### src/rtl/serdes_pkg.sv
// Width/gap contract shared by the PISO serializer and the downstream SIPO,
// plus the serializer's state encoding.
package serdes_pkg;

  localparam int unsigned SERDES_WIDTH   = 8;
  localparam int unsigned SERDES_MIN_GAP = 1;

  typedef enum logic [1:0] {
    StIdle,
    StShift,
    StGap
  } serdes_state_e;

endpackage

### src/rtl/piso_hold_reg.sv
// Single-entry holding register with a valid/ready style push and a pop from the shifter side.
module piso_hold_reg
  import serdes_pkg::*;
#(
  parameter int unsigned Width = SERDES_WIDTH
) (
  input  logic             clk_i,
  input  logic             rst_i,
  input  logic             push_i,
  input  logic [Width-1:0] data_i,
  input  logic             pop_i,
  output logic             full_o,
  output logic [Width-1:0] data_o
);

  logic             full_q, full_d;
  logic [Width-1:0] data_q, data_d;

  // A push is only honoured while empty, so it never collides with a pop.
  always_comb begin
    full_d = full_q;
    data_d = data_q;
    if (push_i && !full_q) begin
      full_d = 1'b1;
      data_d = data_i;
    end else if (pop_i) begin
      full_d = 1'b0;
    end
  end

  always_ff @(posedge clk_i or posedge rst_i) begin
    if (rst_i) begin
      full_q <= 1'b0;
      data_q <= '0;
    end else begin
      full_q <= full_d;
      data_q <= data_d;
    end
  end

  assign full_o = full_q;
  assign data_o = data_q;

endmodule

### src/rtl/piso_serializer.sv
// Parallel-in/serial-out stage: one holding register, a shifter, and an IDLE/SHIFT/GAP FSM
// that emits DATA_WIDTH-bit runs separated by GAP_CYCLES idle cycles.
module piso_serializer
  import serdes_pkg::*;
#(
  parameter int unsigned DATA_WIDTH = SERDES_WIDTH,
  parameter int unsigned GAP_CYCLES = SERDES_MIN_GAP,
  parameter bit          LSB_FIRST  = 1'b1
) (
  input  logic                  clk_i,
  input  logic                  rst_i,
  input  logic [DATA_WIDTH-1:0] data_in_i,
  input  logic                  in_valid_i,
  output logic                  in_ready_o,
  output logic                  serial_out_o,
  output logic                  out_valid_o,
  output logic                  busy_o
);

  localparam int unsigned     CntW    = (DATA_WIDTH > 1) ? $clog2(DATA_WIDTH) : 1;
  localparam logic [CntW-1:0] LastBit = CntW'(DATA_WIDTH - 1);
  localparam logic [3:0]      LastGap = 4'(GAP_CYCLES - 1);

  serdes_state_e         state_q, state_d;
  logic [DATA_WIDTH-1:0] shift_q, shift_d;
  logic [CntW-1:0]       bit_cnt_q, bit_cnt_d;
  logic [3:0]            gap_cnt_q, gap_cnt_d;
  logic                  hold_full;
  logic [DATA_WIDTH-1:0] hold_data;
  logic                  load;

  piso_hold_reg #(
    .Width (DATA_WIDTH)
  ) u_hold (
    .clk_i  (clk_i),
    .rst_i  (rst_i),
    .push_i (in_valid_i),
    .data_i (data_in_i),
    .pop_i  (load),
    .full_o (hold_full),
    .data_o (hold_data)
  );

  // Loading from the final gap cycle skips IDLE so back-to-back words keep the minimum period.
  assign load = hold_full &&
                ((state_q == StIdle) || ((state_q == StGap) && (gap_cnt_q == LastGap)));

  always_comb begin
    state_d   = state_q;
    shift_d   = shift_q;
    bit_cnt_d = bit_cnt_q;
    gap_cnt_d = gap_cnt_q;
    unique case (state_q)
      StIdle: ;
      StShift: begin
        shift_d   = LSB_FIRST ? (shift_q >> 1) : (shift_q << 1);
        bit_cnt_d = bit_cnt_q + 1'b1;
        if (bit_cnt_q == LastBit) begin
          state_d   = StGap;
          bit_cnt_d = '0;
          gap_cnt_d = '0;
        end
      end
      StGap: begin
        gap_cnt_d = gap_cnt_q + 4'd1;
        if (gap_cnt_q == LastGap) begin
          gap_cnt_d = '0;
          state_d   = StIdle;
        end
      end
      default: state_d = StIdle;
    endcase
    if (load) begin
      state_d   = StShift;
      shift_d   = hold_data;
      bit_cnt_d = '0;
    end
  end

  always_ff @(posedge clk_i or posedge rst_i) begin
    if (rst_i) begin
      state_q   <= StIdle;
      shift_q   <= '0;
      bit_cnt_q <= '0;
      gap_cnt_q <= '0;
    end else begin
      state_q   <= state_d;
      shift_q   <= shift_d;
      bit_cnt_q <= bit_cnt_d;
      gap_cnt_q <= gap_cnt_d;
    end
  end

  assign out_valid_o  = (state_q == StShift);
  assign serial_out_o = out_valid_o && (LSB_FIRST ? shift_q[0] : shift_q[DATA_WIDTH-1]);
  assign in_ready_o   = !hold_full;
  assign busy_o       = (state_q != StIdle) || hold_full;

  a_valid_only_in_shift: assert property (@(posedge clk_i) disable iff (rst_i)
    out_valid_o |-> (state_q == StShift));

  // Entry always starts at bit 0, so these pin every run to DATA_WIDTH and every gap to GAP_CYCLES.
  a_run_holds: assert property (@(posedge clk_i) disable iff (rst_i)
    ((state_q == StShift) && (bit_cnt_q != LastBit)) |=> (state_q == StShift));

  a_run_ends: assert property (@(posedge clk_i) disable iff (rst_i)
    ((state_q == StShift) && (bit_cnt_q == LastBit)) |=> (state_q == StGap));

  a_gap_holds: assert property (@(posedge clk_i) disable iff (rst_i)
    ((state_q == StGap) && (gap_cnt_q != LastGap)) |=> (state_q == StGap));

endmodule

### config.mk
export PLATFORM = sky130hd
export DESIGN_NAME = piso_serializer
export DESIGN_NICKNAME = d
export VERILOG_FILES = /design/src/rtl/serdes_pkg.sv /design/src/rtl/piso_hold_reg.sv /design/src/rtl/piso_serializer.sv
export SDC_FILE = /design/constraint.sdc
export NUM_CORES = 1
export LEC_CHECK = 0
export CAP_MARGIN = 0
export CORE_ASPECT_RATIO = 2
export CORE_MARGIN = 5
export CORE_UTILIZATION = 30
export CTS_CLUSTER_SIZE = 10
export DETAILED_ROUTE_END_ITERATION = 12
export GPL_ROUTABILITY_DRIVEN = 0
export PLACE_DENSITY = 0.57
export SETUP_SLACK_MARGIN = 0.1
export SLEW_MARGIN = 20
export SYNTH_ARGS = -nofsm -noshare
export SYNTH_HDL_FRONTEND = slang
export SYNTH_SLANG_ARGS = --single-unit
### constraint.sdc
create_clock -name clk_i -period 2.46 [get_ports clk_i]
set_input_delay 0.492 -clock clk_i [delete_from_list [all_inputs] [get_ports clk_i]]
set_output_delay 0.492 -clock clk_i [all_outputs]
set_load 0.02 [all_outputs]
==> metrics <==
status completed; vias in the first global route 818; Routed met3 length 35 um; Syn-to-layout area delta 20.4%; Critical Path, Cell by Cell nand2b_1, inv_2, clkdlybuf4s50_1; setup TNS 0 ns; drt drc 0; worst hold margin 0.505 ns; 1st-pass router iterations 4; Cell variety after synth 25; Power, Total 1.57 mW; Hold Path Class reg2reg; WL/cell 12.4 um; clock-pin slew on the worst setup and hold paths 0.08 ns; simple-gate area share of the yosys netlist 8.41%; clk sink count 26; Crit path buffers/inverters 2; family with the most delay on the worst path buffers and inverters; crit path launch type flip-flop; fraction of layout cells with a size suffix above 1 27.0%; fill count 442; Max Freq 448 MHz; H-tree level count 1; TritonCTS clock tree yes; Leak 0.684 nW; mean post-synth cell area 12.6 um2; grt total ovfl 0; Synth Area in Adders 4.05%; Skew-Pair Late Insertion Delay 0.26 ns; placed cell count 163; CP arrival 1.74 ns; top cells by area, synth dfrtp_1 (53%), mux2_2 (16%), mux2_4 (4.9%); initial antenna violation count 0; Iter 0 DRT Violations 8; Mapped Cells 98; fin crit period 2.23 ns; die height 101 um; routed length on met2 1190 um; global-route wire length before repair 3590 um; Syn Std Cell Area 1230 um2; Highest Signal Layer met4; Layout Skew 0.00177 ns; final slew viol count 0; die width 55.4 um; crit-path max FO 7; crit path capture type output port; Buffers on Ports 14; critical path required time 1.97 ns; Initial Util 30.5%; XOR/XNOR Fraction of Synth Area 0.709%; post-route insts no fill 167; PD cells 1050 nW/um2; worst-margin pin slew 0.432 ns; post-synthesis mux area share 22.0%; # IOs 15; Critical Path Max Stage Delay 0.63 ns; post-synth top area share 52.7%; Final setup viols 0; Met1 Wirelength 811 um; YS warnings 0; Antenna Nets Post-Route 0; area leader, netlist dfrtp_1; peak supply drop 388 uV; Max-Cap Viols 0; fin nets 131; Routed Wire Length 2070 um; Max Buffers Root-to-Sink 2; pin count of the biggest net entering global routing 27; WS Path Type reg2out; sequential fraction of the synthesis area 52.7%; syn nets 113; routed vias/inst 4.48; Ant. Diodes 0; root buffer cell clkbuf_8; Final Hold Viols 0; Finished Core Util 36.7%; total track usage 8.16%; Num CTS Buffers 3; vias after detailed routing 748; Worst path slowest cell clkdlybuf4s50_1; unrepaired setup endpoints after global routing false; num rows 33; hpwl dp 1590 um; Synth Area in Compound Gates 7.60%; period utilization 90.7%; Rel. slew slack 71.1%; die area 5580 um2; core area 4050 um2; Synth Register Bits 26; combinational family with the most area after synthesis multiplexers
[path summary, 6_finish.rpt]
check                      depth (start not counted)               end        startpoint  slack [ns]
max                                                3       out_valid_o        state_q[1]        0.23
max in group asynchronous                          3      gap_cnt_q[0]             rst_i        1.63
min reg2reg                                        1        shift_q[0]  u_hold.data_o[0]        0.51
min                                                1        shift_q[0]  u_hold.data_o[0]        0.51
max reg2reg                                        5        shift_q[1]      gap_cnt_q[0]        0.53
min in group asynchronous                          3  u_hold.data_o[0]             rst_i        0.57
[cell usage after synthesis (all sizes together)]
| master | n |
|---|---|
| or3b | 1 |
| nand3 | 2 |
| nand3b | 1 |
| xnor2 | 1 |
| a211o | 1 |
| a21boi | 3 |
| dfrtp | 26 |
| nor2b | 2 |
| inv | 7 |
| nand2 | 10 |
| o21ai | 3 |
| clkbuf | 2 |
| ha | 4 |
| a21o | 1 |
| buf | 2 |
| a31oi | 2 |
| nand2b | 1 |
| mux2 | 21 |
| or3 | 2 |
| and2 | 1 |
| o22ai | 1 |
| o21a | 1 |
| mux2i | 2 |
| a21oi | 1 |
[repair_timing]
item	4_1_cts	5_1_grt
hold buffers	0	0
resized for setup	2	0
buffers inserted	0	0
endpoints found under the setup margin	1	0
[placed cells by master, fill, tap and decap left out, types with 2 or more instances in the layout]
master / n
a31oi_1: 2
mux2_2: 17
clkdlybuf4s50_1: 13
mux2i_1: 2
inv_1: 6
a21boi_0: 3
or3_1: 2
nor2b_1: 2
clkbuf_8: 4
ha_1: 4
buf_4: 3
o21ai_0: 3
dfrtp_1: 26
nand3_1: 2
mux2_4: 4
nand2_1: 10
[metrics by stage]
| step | setup slack, ns | cell area, um2 |
|---|---|---|
| 6_report | 0.228 | 1490 |
| 5_1_grt | 0.138 | 1490 |
| 4_1_cts | 0.196 | 1490 |
| 3_5_place_dp | 0.316 | 1430 |
| 3_3_place_gp | 0.346 | 1430 |
| 2_1_floorplan | 0.574 | 1230 |
[cell families (layout without fill, tap and decap cells)]
family | count (synthesis) | after routing
buffers and inverters | 11 | 28
XOR/XNOR | 1 | 1
adder cells (fa/ha/maj) | 4 | 4
AO/OA/AOI/OAI | 13 | 13
AND/OR/NAND/NOR | 20 | 20
flip-flops | 26 | 26
multiplexers | 23 | 23
[per-layer routing]
metal  GRT usage [%]  vias to the layer above
met2            15.6                        6
li1                -                      368
met1            7.94                      372
met4            5.06                        0
met5               0                        -
met3            1.28                        2
[sequential cells by signal, indices dropped and copies added (netlist names)]
name           flops
bit_cnt_q          3
gap_cnt_q          4
shift_q            8
state_q            2
u_hold.data_o      8
u_hold.full_o      1
[cell type report]
type	count	area (um2)	area share, %
timing repair buffer	17	161	10.9
multi-input combinational	61	528	35.5
clock buffer	4	55.1	3.70
inverter	7	26.3	1.77
tap	52	65.1	4.38
sequential	26	651	43.8
[power by group]
part / switching, mW / internal [mW]
combinational: 0.255 / 0.365
clock: 0.126 / 0.143
sequential: 0.0848 / 0.592
No activity file was read; power rests on OpenSTA's default activity.
